[src/rtl/soc_bus_arbiter_pkg.sv]
// Shared encodings for the SoC peripheral bus arbiter: FSM states, master IDs
// and slave slot indices.
package soc_bus_arbiter_pkg;

  typedef enum logic [1:0] {
    ST_IDLE   = 2'd0,
    ST_ACCESS = 2'd1,
    ST_RESP   = 2'd2
  } arb_state_t;

  localparam logic MST_JTAG = 1'b0;
  localparam logic MST_CPU  = 1'b1;

  localparam int SLV_TIMER = 0;
  localparam int SLV_UART  = 1;
  localparam int SLV_GPIO  = 2;
  localparam int SLV_SPARE = 3;

  // Slave index lives in the top nibble of the address.
  localparam int IDX_W = 4;

  function automatic logic [1:0] mst_onehot(input logic id);
    return id ? 2'b10 : 2'b01;
  endfunction

endpackage

[src/rtl/soc_bus_arbiter_rr.sv]
// Two-way round-robin picker: a lone requester wins, a tie goes to whichever
// master did not own the bus last. Purely combinational.
module soc_bus_rr_arbiter
  import soc_bus_arbiter_pkg::*;
(
  input  logic [1:0] req,
  input  logic       last_owner,
  output logic [1:0] gnt
);

  always_comb begin
    gnt = 2'b00;
    unique case (req)
      2'b01:   gnt = 2'b01;
      2'b10:   gnt = 2'b10;
      2'b11:   gnt = mst_onehot(~last_owner);
      default: gnt = 2'b00;
    endcase
  end

endmodule

[src/rtl/soc_bus_arbiter.sv]
// Shares the peripheral bus between the JTAG debug port (m0) and the CPU port (m1).
// One transaction in flight; every transaction ends in a response (ack, decode error or timeout).
module soc_bus_arbiter
  import soc_bus_arbiter_pkg::*;
#(
  parameter int ADDR_WIDTH     = 32,
  parameter int DATA_WIDTH     = 32,
  parameter int NUM_SLAVES     = 4,
  parameter int TIMEOUT_CYCLES = 255
) (
  input  logic                             clk,
  input  logic                             rst,
  input  logic                             m0_req_i,
  input  logic                             m0_we_i,
  input  logic [ADDR_WIDTH-1:0]            m0_addr_i,
  input  logic [DATA_WIDTH-1:0]            m0_wdata_i,
  output logic                             m0_gnt_o,
  output logic                             m0_rvalid_o,
  output logic [DATA_WIDTH-1:0]            m0_rdata_o,
  output logic                             m0_err_o,
  input  logic                             m1_req_i,
  input  logic                             m1_we_i,
  input  logic [ADDR_WIDTH-1:0]            m1_addr_i,
  input  logic [DATA_WIDTH-1:0]            m1_wdata_i,
  output logic                             m1_gnt_o,
  output logic                             m1_rvalid_o,
  output logic [DATA_WIDTH-1:0]            m1_rdata_o,
  output logic                             m1_err_o,
  output logic [NUM_SLAVES-1:0]            s_sel_o,
  output logic                             s_we_o,
  output logic [ADDR_WIDTH-1:0]            s_addr_o,
  output logic [DATA_WIDTH-1:0]            s_wdata_o,
  input  logic [NUM_SLAVES*DATA_WIDTH-1:0] s_rdata_i,
  input  logic [NUM_SLAVES-1:0]            s_ack_i
);

  localparam int CNT_W = $clog2(TIMEOUT_CYCLES + 1);
  localparam logic [CNT_W-1:0] CNT_LAST = CNT_W'(TIMEOUT_CYCLES - 1);
  localparam logic [CNT_W-1:0] CNT_MAX  = CNT_W'(TIMEOUT_CYCLES);

  arb_state_t state_q, state_d;

  logic                  owner_q, last_owner_q;
  logic                  we_q;
  logic [ADDR_WIDTH-1:0] addr_q;
  logic [DATA_WIDTH-1:0] wdata_q;
  logic [IDX_W-1:0]      idx_q;
  logic                  dec_err_q;
  logic [CNT_W-1:0]      cnt_q, cnt_d;
  logic [1:0]            gnt_q;
  logic [DATA_WIDTH-1:0] rdata_q;
  logic                  err_q;

  logic [1:0]            pick;
  logic                  win_id;
  logic                  win_we;
  logic [ADDR_WIDTH-1:0] win_addr;
  logic [DATA_WIDTH-1:0] win_wdata;
  logic [IDX_W-1:0]      win_idx;
  logic                  latch, fin, fin_err;
  logic [DATA_WIDTH-1:0] fin_rdata;
  logic [NUM_SLAVES-1:0] sel_vec;
  logic                  ack_hit;
  logic [DATA_WIDTH-1:0] slv_rdata;
  logic                  in_access, in_resp;

  soc_bus_rr_arbiter u_rr (
    .req        ({m1_req_i, m0_req_i}),
    .last_owner (last_owner_q),
    .gnt        (pick)
  );

  always_comb begin
    win_id    = pick[1];
    win_we    = win_id ? m1_we_i    : m0_we_i;
    win_addr  = win_id ? m1_addr_i  : m0_addr_i;
    win_wdata = win_id ? m1_wdata_i : m0_wdata_i;
    win_idx   = win_addr[ADDR_WIDTH-1 -: IDX_W];
  end

  // Decode of the latched index; an out-of-range index selects nothing.
  always_comb begin
    sel_vec   = '0;
    slv_rdata = '0;
    for (int i = 0; i < NUM_SLAVES; i++) begin
      sel_vec[i] = !dec_err_q && (idx_q == IDX_W'(i));
      if (sel_vec[i])
        slv_rdata = slv_rdata | s_rdata_i[i*DATA_WIDTH +: DATA_WIDTH];
    end
  end

  assign ack_hit = |(s_ack_i & sel_vec);

  always_comb begin
    state_d   = state_q;
    cnt_d     = cnt_q;
    latch     = 1'b0;
    fin       = 1'b0;
    fin_err   = 1'b0;
    fin_rdata = '0;
    unique case (state_q)
      ST_IDLE: begin
        if (|pick) begin
          latch   = 1'b1;
          state_d = ST_ACCESS;
        end
      end
      ST_ACCESS: begin
        cnt_d = (cnt_q == CNT_MAX) ? cnt_q : cnt_q + CNT_W'(1);
        // Ack wins over a timeout expiring in the same cycle.
        if (dec_err_q) begin
          fin     = 1'b1;
          fin_err = 1'b1;
        end else if (ack_hit) begin
          fin       = 1'b1;
          fin_rdata = we_q ? '0 : slv_rdata;
        end else if (cnt_q >= CNT_LAST) begin
          fin     = 1'b1;
          fin_err = 1'b1;
        end
        if (fin) state_d = ST_RESP;
      end
      ST_RESP: begin
        cnt_d   = '0;
        state_d = ST_IDLE;
      end
      default: begin
        cnt_d   = '0;
        state_d = ST_IDLE;
      end
    endcase
  end

  always_ff @(posedge clk) begin
    if (!rst) begin
      state_q      <= ST_IDLE;
      owner_q      <= MST_CPU;
      last_owner_q <= MST_CPU;
      we_q         <= 1'b0;
      addr_q       <= '0;
      wdata_q      <= '0;
      idx_q        <= '0;
      dec_err_q    <= 1'b0;
      cnt_q        <= '0;
      gnt_q        <= '0;
      rdata_q      <= '0;
      err_q        <= 1'b0;
    end else begin
      state_q <= state_d;
      cnt_q   <= cnt_d;
      gnt_q   <= latch ? pick : 2'b00;
      if (latch) begin
        owner_q      <= win_id;
        last_owner_q <= win_id;
        we_q         <= win_we;
        addr_q       <= win_addr;
        wdata_q      <= win_wdata;
        idx_q        <= win_idx;
        dec_err_q    <= int'(win_idx) >= NUM_SLAVES;
      end
      if (fin) begin
        rdata_q <= fin_rdata;
        err_q   <= fin_err;
      end
    end
  end

  assign in_access = (state_q == ST_ACCESS);
  assign in_resp   = (state_q == ST_RESP);

  assign m0_gnt_o    = gnt_q[0];
  assign m1_gnt_o    = gnt_q[1];
  assign m0_rvalid_o = in_resp && (owner_q == MST_JTAG);
  assign m1_rvalid_o = in_resp && (owner_q == MST_CPU);
  assign m0_rdata_o  = m0_rvalid_o ? rdata_q : '0;
  assign m1_rdata_o  = m1_rvalid_o ? rdata_q : '0;
  assign m0_err_o    = m0_rvalid_o && err_q;
  assign m1_err_o    = m1_rvalid_o && err_q;

  assign s_sel_o   = in_access ? sel_vec : '0;
  assign s_we_o    = in_access && we_q;
  assign s_addr_o  = in_access ? addr_q  : '0;
  assign s_wdata_o = in_access ? wdata_q : '0;

endmodule
[config.mk]
export PLATFORM = sky130hd
export DESIGN_NAME = soc_bus_arbiter
export DESIGN_NICKNAME = d
export VERILOG_FILES = /design/src/rtl/soc_bus_arbiter_pkg.sv /design/src/rtl/soc_bus_arbiter_rr.sv /design/src/rtl/soc_bus_arbiter.sv
export SDC_FILE = /design/constraint.sdc
export NUM_CORES = 1
export LEC_CHECK = 0
export ABC_AREA = 1
export BUFFER_PORTS_ARGS = -buffer_cell sky130_fd_sc_hd__buf_2
export CAP_MARGIN = 30
export CORE_AREA = 2 2 158 160
export CTS_BUF_LIST = sky130_fd_sc_hd__clkbuf_4
export CTS_CLUSTER_DIAMETER = 50
export DETAILED_ROUTE_END_ITERATION = 7
export DIE_AREA = 0 0 160 162
export PLACE_DENSITY = 0.54
export SYNTH_ARGS = -nofsm -noshare
export SYNTH_HDL_FRONTEND = slang
export SYNTH_SLANG_ARGS = --single-unit
[constraint.sdc]
create_clock -name clk -period 3.4 [get_ports clk]
set_clock_uncertainty 0.15 [all_clocks]
set_input_delay 0.34 -clock clk [delete_from_list [all_inputs] [get_ports clk]]
set_output_delay 0.34 -clock clk [all_outputs]
set_load 0.03 [all_outputs]
==> results.toml <==
[cells_and_area]
finalInstanceArea_mm2 = 0.0106
final_nets = 1918
fill_cells = 2625
syn_to_final_growth_pct = 54.2
finalNonFillerCells = 1984
drive_above_1_share_pct = 27.1

[hold_path]
min_path_type = "input port to flip-flop"

[yosys]
synth_nets = 1440
netlist_instances = 1172
synth_area_mm2 = 0.00686
synth_ff_type = "dfxtp_1"
synth-async-reset-ratio_pct = 0
synth.most_common_cell = "nor2_1"
synthTopCellsByCount = "nor2_1 (281), nand2_1 (222), inv_1 (176)"
synth_top_family_by_area = "simple AND/OR/NAND/NOR gates"
netlist.area_leader.share_pct = 32.7
synth_top_area_cell = "dfxtp_1"
synthSimpleGateAreaFrac_pct = 35.3
synthXorXnorAreaFrac_pct = 0.128
ys_types = 26
ys_seq_elements = 112
synth_edf_count = 0
synth_area_per_cell_um2 = 5.85
yosys-top-cells-area = "dfxtp_1 (33%), nor2_1 (15%), nand2_1 (12%)"
synth_warnings = 0
synthMuxAreaShare_pct = 0
synth_compound_area_share_pct = 16.3
synth_adder_area_share_pct = 0.365
seq_area_frac_synth_pct = 32.7

[global_route]
antenna_found_initial = 7
grt_pass1_vias = 8985
grt_pass1_wl_um = 47000
track_usage_pct = 22.6
overflow = 0
grt_max_degree = 94

[sta]
finalSetupViolCount = 0
worstMarginPinSlew_ps = 960
finalHoldViolations = 0
fmax_ghz = 0.340
period_minus_slack_ps = 2940
slew-limit-headroom_pct = 36.0
timing.final.crit_share_pct = 86.6
slew_violations = 0
fin_tns_setup_ps = 0
setup_ws_ps = 455
rsz0062_at_grt = "false"

[power_and_ir_drop]
pwr_density_cell_mw_per_mm2 = 457
seqPwrFrac_pct = 35.0
clkPwrFrac_pct = 14.6
pwr-share-comb_pct = 50.5
ir_worst_vdd_mv = 0.207
switchingPower_uw = 2210
p_int_uw = 2620
p_leak_uw = 0.00555
p_sw_share_pct = 45.7

[clock_tree]
cts_buffer_depth = 2
path_clk_slew_ps = 220
root_buffer = "clkbuf_4"
post_cts_buffers = 0
insertion_delay_ps = 500
cts_tree = "yes"
htree_levels = 3
numCtsBuffers = 9
cts.sinks = 112

[critical_path]
worstSetupEndpointType = "flip-flop"
slowest_delay_ps = 680
crit_path_frequent_cell = "o21ai_0"
required_ps = 3690
crit_chain = "nor2_1 > o21ai_0 > inv_2 > buf_12 > o21ai_0 > a31oi_1 > dlygate4sd3_1"
worstSetupPathType = "flip-flop to flip-flop"
regToRegSetupSlack_ps = 460
critPathArrivalTime_ps = 3230
path_max_fanout = 61
cp-start-kind = "flip-flop"
slowest_stage = "inv_2"

[die]
die_height_um = 162
core_mm2 = 0.0241
start_util_pct = 28.4
io_pins = 405
chipWidth_um = 160
fp-row-count = 57
die_area_mm2 = 0.0259

[flow_run]
maxCapViolations = 0

[route]
dr_total_vias = 9271
drtAntennaViolNets = 0
via_per_inst = 4.67
routedWlPerCell_um = 15.2
drc = 0
drtPass1Iterations = 7
first_iter_violations = 502
postRouteWirelength_um = 30200

[placed_design]
io_buffers = 404
place.gp.congestion = 0.824
placed_area_mm2 = 0.00910
pre_cts_ws_ps = 895
dp_hpwl_um = 21300
dp.cells = 1832

[run_status]
status = "finished, final reports clean"
timing repair:
item | CTS | global route
resized for setup | 0 | 0
hold buffers | 130 | 0
endpoints found under the hold margin | 70 | 0
per-layer routing:
| layer | up-vias | global-route usage (%) | part of all wire [%] |
|---|---|---|---|
| met4 | 4 | 7.86 | 2.7 |
| met2 | 372 | 40.0 | 49 |
| met1 | 4186 | 27.5 | 42 |
| met5 | - | 0 | 0.089 |
| met3 | 47 | 4.14 | 6.5 |
| li1 | 4662 | - | - |
layout make-up:
type	count	area, um2	area share, %
antenna	5	12.5	0.118
tap	324	405	3.83
multi-input combinational	796	3590	33.9
timing repair buffer	550	3510	33.2
clock inverter	7	71.3	0.675
clock buffer	9	67.6	0.639
inverter	181	679	6.43
sequential	112	2240	21.2
registers in the layout (all words and copies together) (netlist names):
name / count
addr_q: 32
we_q: 1
dec_err_q: 1
rdata_q: 32
cnt_q: 8
wdata_q: 32
state_q: 2
err_q: 1
last_owner_q: 1
gnt_q: 2
worst max-delay path, delay by kind of cell (launching register included):
kind	cells	cell delay, ps
AOI/OAI and AO/OA	3	620
buffers and inverters	3	1580
and+or+nand+nor	1	90
DFF	1	410
cells in the final DEF (no fill, tap or decap), types with 9 or more instances in the layout:
master / netlist / final
buf_2: 18 / 404
nor2_1: 281 / 281
inv_1: 176 / 174
nand2_1: 222 / 220
buf_4: 4 / 12
clkbuf_4: 0 / 9
dlygate4sd3_1: 0 / 130
o21ai_0: 123 / 123
a31oi_1: 58 / 58
dfxtp_1: 112 / 112
nand4_1: 72 / 72
power groups by stage:
stage | clock (uW) | combinational (uW) | sequential, uW
after global routing | 783 | 2710 | 1720
after floorplan | 0 | 1490 | 1690
after global placement | 0 | 2120 | 1710
after detailed placement | 0 | 2130 | 1720
final | 704 | 2440 | 1690
after CTS | 748 | 2410 | 1690
kinds of logic (layout without fill, tap and decap cells):
kind of cell / count (synthesis) / count (layout)
AO/OA/AOI/OAI: 204 / 204
XOR/XNOR: 1 / 1
adder cells (fa/ha/maj): 2 / 2
buffers and inverters: 264 / 747
flip-flops: 112 / 112
other: 0 / 5
AND/OR/NAND/NOR: 589 / 589
worst paths after layout:
check	startpoint	to	depth (start not counted)
worst min register to register	err_q	err_q	2
worst max register to register	state_q[0]	addr_q[28]	7
worst min-delay path	s_rdata_i[61]	rdata_q[29]	7
worst max-delay path	state_q[0]	addr_q[28]	7
stage by stage:
step,hold slack (ps),util [%],power (uW)
4_1_cts,67.0,43.7,4840
2_1_floorplan,290,-,3180
3_3_place_gp,304,37.5,3830
5_1_grt,149,43.8,5220
3_5_place_dp,320,37.8,3850
6_report,130,43.9,4830
No activity file was read; power rests on OpenSTA's default activity.
